[src/rtl/mips_pkg.sv]
// rtl/mips_pkg.sv - shared fetch/decode types, NOP encoding and instruction field positions
package mips_pkg;

  typedef enum logic [1:0] {
    FETCH   = 2'd0,
    HOLD    = 2'd1,
    DISCARD = 2'd2
  } fetch_state_t;

  // sll r0,r0,0 doubles as the pipeline bubble
  localparam logic [31:0] NOP_INSTR = 32'h0000_0000;

  localparam int OP_MSB     = 31;
  localparam int OP_LSB     = 26;
  localparam int RS_MSB     = 25;
  localparam int RS_LSB     = 21;
  localparam int RT_MSB     = 20;
  localparam int RT_LSB     = 16;
  localparam int RD_MSB     = 15;
  localparam int RD_LSB     = 11;
  localparam int SHAMT_MSB  = 10;
  localparam int SHAMT_LSB  = 6;
  localparam int FUNC_MSB   = 5;
  localparam int FUNC_LSB   = 0;
  localparam int IMM_MSB    = 15;
  localparam int IMM_LSB    = 0;
  localparam int TARGET_MSB = 25;
  localparam int TARGET_LSB = 0;

endpackage

[src/rtl/fetch_stage_ifid_reg.sv]
// rtl/fetch_stage_ifid_reg.sv - IF/ID pipeline register with load/hold/flush and field slicing
module ifid_reg
  import mips_pkg::*;
#(
  parameter int ADDR_W = 32
) (
  input  logic              clk,
  input  logic              reset,
  input  logic              load,
  input  logic              flush,
  input  logic [31:0]       instr_in,
  input  logic [ADDR_W-1:0] pc_in,
  output logic              valid,
  output logic [ADDR_W-1:0] pc,
  output logic [5:0]        op,
  output logic [4:0]        rs,
  output logic [4:0]        rt,
  output logic [4:0]        rd,
  output logic [4:0]        shamt,
  output logic [5:0]        func,
  output logic [15:0]       imm,
  output logic [25:0]       target
);

  logic [31:0] instr;

  // flush beats load so a bubble always carries an all-zero word
  always_ff @(posedge clk) begin
    if (reset || flush) begin
      valid <= 1'b0;
      instr <= NOP_INSTR;
      pc    <= '0;
    end else if (load) begin
      valid <= 1'b1;
      instr <= instr_in;
      pc    <= pc_in;
    end
  end

  assign op     = instr[OP_MSB:OP_LSB];
  assign rs     = instr[RS_MSB:RS_LSB];
  assign rt     = instr[RT_MSB:RT_LSB];
  assign rd     = instr[RD_MSB:RD_LSB];
  assign shamt  = instr[SHAMT_MSB:SHAMT_LSB];
  assign func   = instr[FUNC_MSB:FUNC_LSB];
  assign imm    = instr[IMM_MSB:IMM_LSB];
  assign target = instr[TARGET_MSB:TARGET_LSB];

endmodule

[src/rtl/fetch_stage.sv]
// rtl/fetch_stage.sv - instruction fetch FSM, PC, redirect/stall handling feeding the IF/ID register
module fetch_stage
  import mips_pkg::*;
#(
  parameter int              ADDR_W   = 32,
  parameter logic [ADDR_W-1:0] RESET_PC = '0
) (
  input  logic              clk,
  input  logic              reset,
  output logic              imem_req,
  output logic [ADDR_W-1:0] imem_addr,
  input  logic              imem_ack,
  input  logic [31:0]       imem_rdata,
  input  logic              stall,
  input  logic              redirect,
  input  logic [ADDR_W-1:0] redirect_pc,
  output logic              id_valid,
  output logic [ADDR_W-1:0] id_pc,
  output logic [5:0]        id_op,
  output logic [4:0]        id_rs,
  output logic [4:0]        id_rt,
  output logic [4:0]        id_rd,
  output logic [4:0]        id_shamt,
  output logic [5:0]        id_func,
  output logic [15:0]       id_imm,
  output logic [25:0]       id_target
);

  fetch_state_t      state;
  logic [ADDR_W-1:0] pc;
  logic [ADDR_W-1:0] pend_pc;
  logic [31:0]       buf_instr;
  logic [ADDR_W-1:0] buf_pc;
  logic [ADDR_W-1:0] rpc;
  logic              load;
  logic              flush;
  logic [31:0]       ifid_instr;
  logic [ADDR_W-1:0] ifid_pc;

  assign rpc       = redirect_pc & ~ADDR_W'(3);
  assign imem_req  = !reset && (state != HOLD);
  assign imem_addr = pc;

  always_comb begin
    load       = 1'b0;
    flush      = 1'b0;
    ifid_instr = imem_rdata;
    ifid_pc    = pc;
    case (state)
      FETCH: begin
        if (redirect)                flush = 1'b1;
        else if (imem_ack && !stall) load  = 1'b1;
        else if (!stall)             flush = 1'b1;
      end
      HOLD: begin
        if (redirect) flush = 1'b1;
        else if (!stall) begin
          load       = 1'b1;
          ifid_instr = buf_instr;
          ifid_pc    = buf_pc;
        end
      end
      default: flush = 1'b1;
    endcase
  end

  always_ff @(posedge clk) begin
    if (reset) begin
      state     <= FETCH;
      pc        <= RESET_PC;
      pend_pc   <= '0;
      buf_instr <= NOP_INSTR;
      buf_pc    <= '0;
    end else begin
      case (state)
        FETCH: begin
          if (redirect) begin
            // without an ack the request is still outstanding, so pc must stay put
            if (imem_ack) pc <= rpc;
            else begin
              pend_pc <= rpc;
              state   <= DISCARD;
            end
          end else if (imem_ack) begin
            pc <= pc + ADDR_W'(4);
            if (stall) begin
              buf_instr <= imem_rdata;
              buf_pc    <= pc;
              state     <= HOLD;
            end
          end
        end
        HOLD: begin
          if (redirect) begin
            pc    <= rpc;
            state <= FETCH;
          end else if (!stall) begin
            state <= FETCH;
          end
        end
        DISCARD: begin
          if (imem_ack) begin
            pc    <= redirect ? rpc : pend_pc;
            state <= FETCH;
          end else if (redirect) begin
            pend_pc <= rpc;
          end
        end
        default: state <= FETCH;
      endcase
    end
  end

  ifid_reg #(.ADDR_W(ADDR_W)) u_ifid (
    .clk      (clk),
    .reset    (reset),
    .load     (load),
    .flush    (flush),
    .instr_in (ifid_instr),
    .pc_in    (ifid_pc),
    .valid    (id_valid),
    .pc       (id_pc),
    .op       (id_op),
    .rs       (id_rs),
    .rt       (id_rt),
    .rd       (id_rd),
    .shamt    (id_shamt),
    .func     (id_func),
    .imm      (id_imm),
    .target   (id_target)
  );

endmodule

[config.mk]
export PLATFORM = sky130hd
export DESIGN_NAME = fetch_stage
export DESIGN_NICKNAME = d
export VERILOG_FILES = /design/src/rtl/mips_pkg.sv /design/src/rtl/fetch_stage_ifid_reg.sv /design/src/rtl/fetch_stage.sv
export SDC_FILE = /design/constraint.sdc
export NUM_CORES = 1
export LEC_CHECK = 0
export CAP_MARGIN = 20
export CORE_MARGIN = 5
export CORE_UTILIZATION = 50
export CTS_CLUSTER_SIZE = 28
export DETAILED_ROUTE_END_ITERATION = 8
export PLACE_DENSITY = 0.79
export SYNTH_ARGS = -nofsm -noshare
export SYNTH_HDL_FRONTEND = slang
export SYNTH_SLANG_ARGS = --single-unit
[constraint.sdc]
create_clock -name clk -period 4.7 [get_ports clk]
set_input_delay 1.175 -clock clk [delete_from_list [all_inputs] [get_ports clk]]
set_output_delay 1.175 -clock clk [all_outputs]
set_load 0.01 [all_outputs]
==> results of run 1 <==
==> placed cells by master (no fill, tap or decap), drive strengths merged, types with 5 or more instances in the layout <==
master	synthesis	routed
nand2	218	218
clkdlybuf4s50	0	205
dfxtp	195	195
a21oi	150	150
nor2	96	96
a211oi	81	81
mux2i	58	58
o21ai	19	19
buf	90	18
inv	11	18
clkbuf	57	17
a22oi	16	16
nand3	14	14
nand4	14	14
a21o	9	9
a22o	8	8
and3	8	8
nor3	8	8
a31oi	5	5
and2	5	5
nor2b	5	5
ha	5	5
nor3b	5	5
==> synth_stat cells (5+ instances only) <==
cell type  number  share of area (%)
a211oi_1       80                6.5
a21o_1          9               0.73
a21oi_1       150                8.1
a22o_1          8               0.75
a22oi_1        16                1.3
a31oi_1         5               0.34
and2_1          5               0.34
and3_1          8               0.54
buf_1           9               0.36
buf_2          27                1.5
buf_4          51                4.1
clkbuf_1       57                2.3
dfxtp_1       195                 42
ha_1            5               0.67
inv_1          11               0.44
mux2i_1        58                6.3
nand2_1       218                8.8
nand3_1        14               0.75
nand4_1        13               0.88
nor2_1         96                3.9
nor2b_1         5               0.34
nor3_1          6               0.32
nor3b_1         5               0.40
o21ai_0        15               0.81
==> final cells by class <==
type	count	area, um2	area share, %
Tap cell	229	287	2.46
Timing Repair Buffer	223	2230	19.1
Sequential cell	195	3900	33.5
Inverter	11	41.3	0.354
Clock buffer	17	425	3.65
Antenna cell	1	2.50	0.0215
Clock inverter	15	194	1.66
Multi-Input combinational cell	787	4570	39.2
==> how the worst max path moves through the flow <==
stage | endpoint | from
5_1_grt | imem_req | reset
2_1_floorplan | imem_req | reset
6_report | imem_req | reset
4_1_cts | imem_req | reset
3_5_place_dp | imem_addr[18] | reset
3_3_place_gp | imem_addr[18] | reset
==> worst max-delay path, cell delays in order <==
cell and delay (ns):
buf_4 0.23, nor2_1 0.28, clkdlybuf4s50_1 0.60
==> layer usage <==
metal,GRT usage [%],share of wire (%),vias to the layer above
li1,-,-,4166
met1,30.7,45,3906
met2,37.8,47,335
met3,4.71,6.6,42
met4,7.24,1.9,0
met5,0,0,-
==> where the power goes <==
group          switching (W)  total (W)  leakage (nW)  internal [W]
registers           0.000123    0.00186          1.58       0.00174
clock network       0.000708    0.00152         0.290      0.000813
logic               0.000461   0.000829          1.94      0.000367
==> sequential cells by signal, summed over array words and instances, names as in the netlist <==
register / flops
buf_instr: 32
pend_pc: 32
imem_addr: 32
u_ifid.pc: 32
state: 2
buf_pc: 32
u_ifid.instr: 32
u_ifid.valid: 1
==> metrics by stage <==
step	utilization [%]	setup slack, ns
2_1_floorplan	-	1.42
3_3_place_gp	60.7	1.10
3_5_place_dp	60.7	1.11
4_1_cts	64.1	1.28
5_1_grt	64.2	1.25
6_report	64.2	1.24
==> cell families after synthesis <==
group,synth area share (%)
buffers and inverters,9.05
AO/OA/AOI/OAI,23.1
AND/OR/NAND/NOR,18.5
multiplexers,6.49
flip-flops,42.0
adder cells (fa/ha/maj),0.673
XOR/XNOR,0.189
==> impl_metrics.py, run 1 <==
metrics = {
    "worst_setup_path": {
        "start_kind": "input pin",
        "critPathRequiredTime_ns": 3.52,
        "r2r_cells": 9,
        "worstPathArrival_ns": 2.29,
        "rrSetupSlack_ns": 1.95,
        "crit_type": "input pin to primary output",
        "critPathMaxFanout": 35,
        "timing.rr.start": "state[0]",
        "timing.rr.end": "imem_addr[18]",
        "end_kind": "primary output",
    },
    "worst_hold_path": {
        "min_to": "buf_pc[16]",
        "min_path_type": "flip-flop to flip-flop",
        "worstHoldPathCells": 2,
        "hp-start": "buf_pc[16]",
    },
    "logic_synthesis": {
        "yosysUniqueCellTypes": 70,
        "netlist_area_um2": 9290,
        "synth_seq_cells": 195,
        "postSynthAreaPerCell_um2": 8.15,
        "synth_enable_flop_cells": 0,
        "netlist_instances": 1140,
        "synthFlopType": "dfxtp_1",
        "ys_seq_area_share_pct": 42.0,
        "synthArstFlopShare_pct": 0,
        "synthesis.nets": 1214,
        "yosys_warnings": 0,
    },
    "placement": {
        "place.gp.congestion": 0.839,
        "postPlaceCellArea_um2": 11000,
        "io_buffers": 206,
        "place_inst": 1444,
        "place_hpwl_um": 17100,
    },
    "clock_network": {
        "clkTransAtPathRegs_ns": 0.07,
        "postCtsHoldBufs": 0,
        "clk_latency_ns": 0.44,
        "clock_sinks": 195,
        "cts_tree": "done",
        "htreeDepth": 4,
        "ctsLongestPathBuffers": 2,
        "postCtsSetupRepairBufs": 0,
        "cts_made_buffers": 17,
        "cts_root_buffer": "clkbuf_16",
        "cts-resized-gates": 0,
    },
    "layout": {
        "num-fill-cells": 1562,
        "area_growth_pct": 25.5,
        "design_area_um2": 11700,
        "final_cells": 1478,
        "final_net_count": 1309,
        "drive_above_1_share_pct": 5.69,
    },
    "die": {
        "die-area_um2": 21400,
        "initial_core_util_pct": 51.2,
        "rows": 49,
        "die_w_um": 146,
        "num_io_pins": 209,
        "die_h_um": 146,
        "core_um2": 18100,
    },
    "detailed_routing": {
        "antenna_left": 0,
        "post_drt_wl_per_cell_um": 17.4,
        "drt-pass1-iter-count": 5,
        "route.vias.total": 8449,
        "drc": 0,
        "drt-vias-per-instance": 5.72,
        "first_iter_violations": 794,
        "drt-total-wl_um": 25700,
    },
    "timing": {
        "setup_viol": 0,
        "finalClockSkew_ns": 0.00510,
        "worst_pin_slew_ns": 1.05,
        "post-route-period-util_pct": 73.7,
        "relSlewSlack_pct": 30.2,
        "max_freq_ghz": 0.289,
        "period_minus_slack_ns": 3.46,
        "setup_tns_ns": 0,
        "finalHoldViolCount": 0,
        "slew_violations": 0,
        "rsz0062_at_grt": "no",
        "hold_ws_ns": 0.454,
    },
    "power_and_ir_drop": {
        "ir_drop_mv": 0.297,
        "finalPower_w": 0.00421,
        "p_leak_nw": 3.82,
        "p_per_area_nw_per_um2": 361,
    },
    "global_route": {
        "grt_pass1_vias": 7876,
        "grtUsageTotal_pct": 23.0,
        "grt_overflow_total": 0,
        "grt_pass1_wl_um": 41000,
        "grt_max_degree": 130,
        "antenna_found_initial": 1,
    },
    "run": {
        "cap_violations": 0,
    },
    "outcome": {
        "status": "complete, no violations",
    },
}
(Power assumes the default switching activity.)
==> inputs of run 2 (changes only) <==
==> constraint.sdc (replaced) <==
create_clock -name clk -period 3.3 [get_ports clk]
set_input_delay 0.825 -clock clk [delete_from_list [all_inputs] [get_ports clk]]
set_output_delay 0.825 -clock clk [all_outputs]
set_load 0.01 [all_outputs]
==> impl_metrics.py, run 2 (synthesis results as in run 1) <==
metrics = {
    "outcome": {
        "status": "complete, no violations",
    },
    "clock_network": {
        "cts_root_buffer": "clkbuf_16",
        "postCtsHoldBufs": 0,
        "htreeDepth": 4,
        "clk_latency_ns": 0.43,
        "clock_sinks": 195,
        "postCtsSetupRepairBufs": 0,
        "cts-resized-gates": 0,
        "ctsLongestPathBuffers": 2,
        "cts_made_buffers": 17,
        "cts_tree": "done",
        "clkTransAtPathRegs_ns": 0.07,
    },
    "detailed_routing": {
        "post_drt_wl_per_cell_um": 17.0,
        "drt-total-wl_um": 25300,
        "drt-pass1-iter-count": 5,
        "first_iter_violations": 717,
        "route.vias.total": 8506,
        "drc": 0,
        "drt-vias-per-instance": 5.72,
        "antenna_left": 0,
    },
    "layout": {
        "diodes": 0,
        "final_net_count": 1319,
        "regArea_um2": 3900,
        "final_common_cell": "nand2_1",
        "final_cell_mix": "218 x nand2_1, 205 x clkdlybuf4s50_1, 195 x dfxtp_1",
        "drive_above_1_share_pct": 6.36,
        "num-fill-cells": 1592,
        "final_cells": 1486,
        "design_area_um2": 11700,
        "area_growth_pct": 26.0,
        "multiInputGateArea_um2": 4570,
    },
    "timing": {
        "post-route-period-util_pct": 85.0,
        "setup_tns_ns": 0,
        "rsz0062_at_grt": "no",
        "relSlewSlack_pct": 51.3,
        "finalClockSkew_ns": 0.00997,
        "finalHoldViolCount": 0,
        "worst_pin_slew_ns": 0.731,
        "period_minus_slack_ns": 2.80,
        "slew_violations": 0,
        "max_freq_ghz": 0.357,
        "setup_viol": 0,
    },
    "global_route": {
        "grt_overflow_total": 0,
        "grtUsageTotal_pct": 22.9,
        "grt_pass1_wl_um": 40700,
        "antenna_found_initial": 0,
        "grt_max_degree": 130,
        "grt_pass1_vias": 7749,
    },
    "placement": {
        "place_inst": 1455,
        "postPlaceCellArea_um2": 11100,
        "io_buffers": 206,
        "place_hpwl_um": 17300,
        "place.gp.congestion": 0.851,
    },
    "power_and_ir_drop": {
        "p_per_area_nw_per_um2": 508,
        "ir_drop_mv": 0.387,
        "finalPower_w": 0.00595,
        "p_leak_nw": 3.87,
    },
    "die": {
        "rows": 49,
        "die_h_um": 146,
        "die_w_um": 146,
        "core_um2": 18100,
        "die-area_um2": 21400,
        "num_io_pins": 209,
        "initial_core_util_pct": 51.2,
    },
    "worst_hold_path": {
        "hp-start": "buf_pc[16]",
        "min_path_type": "flip-flop to flip-flop",
    },
    "worst_setup_path": {
        "timing.rr.end": "imem_addr[27]",
        "critPathMaxFanout": 8,
        "timing.rr.start": "state[0]",
        "end_kind": "primary output",
        "r2r_cells": 6,
        "cp-startpoint": "state[1]",
        "critPathRequiredTime_ns": 2.47,
        "crit_type": "flip-flop to primary output",
        "cp-endpoint": "imem_req",
        "start_kind": "flip-flop",
        "worstPathArrival_ns": 1.98,
        "rrSetupSlack_ns": 0.78,
    },
    "run": {
        "cap_violations": 0,
    },
}
[run 2: changes by cell type in the layout (fill, tap and decap cells not counted)]
| cell | previous run | this run |
|---|---|---|
| buf_4 | 15 | 25 |
| inv_6 | 3 | 4 |
| clkinvlp_4 | 4 | 1 |
| clkinv_4 | 0 | 3 |
| clkinv_8 | 2 | 0 |
| clkbuf_8 | 0 | 1 |
| buf_12 | 2 | 3 |
| diode_2 | 1 | 0 |
| buf_16 | 1 | 0 |
| inv_8 | 4 | 3 |
[run 2: report_power, final]
part,leakage (nW),internal (W),switching (W)
registers,1.58,0.00248,0.000169
logic,1.99,0.000528,0.000656
clock network,0.294,0.00116,0.000957
[run 2: final cells by class]
cell class	count	area share (%)
Tap cell	229	2.45
Timing Repair Buffer	233	19.6
Clock buffer	18	3.75
Inverter	11	0.353
Multi-Input combinational cell	787	39.1
Clock inverter	13	1.39
Sequential cell	195	33.3
[run 2: how the worst min path moves through the flow]
stage	endpoint	slack [ns]	depth (start not counted)
floorplan	pend_pc[3]	0.43	2
global placement	pend_pc[3]	0.44	2
detailed placement	buf_pc[27]	0.45	2
CTS	buf_pc[27]	0.46	2
global route	buf_instr[18]	0.47	2
finish	buf_pc[16]	0.45	2
[run 2: per-stage QoR]
stage | hold slack (ns) | worst slack, ns | util (%)
after floorplan | 0.434 | 0.724 | -
after global placement | 0.439 | 0.358 | 61.2
after detailed placement | 0.446 | 0.353 | 61.2
after CTS | 0.456 | 0.487 | 64.5
after global routing | 0.468 | 0.420 | 64.5
final | 0.453 | 0.495 | 64.5
[run 2: layer usage]
layer / up-vias / part of all wire [%] / track usage, %
li1: 4186 / - / -
met1: 3912 / 44 / 31.0
met2: 373 / 47 / 37.1
met3: 35 / 7.5 / 4.83
met4: 0 / 1.5 / 6.49
met5: - / 0 / 0
[run 2: critical path, cell delays in order, from the launching register on]
cell and delay, ns:
dfxtp_1 0.43, inv_1 0.09, ha_1 0.33, nor2_1 0.15, clkdlybuf4s50_1 0.55
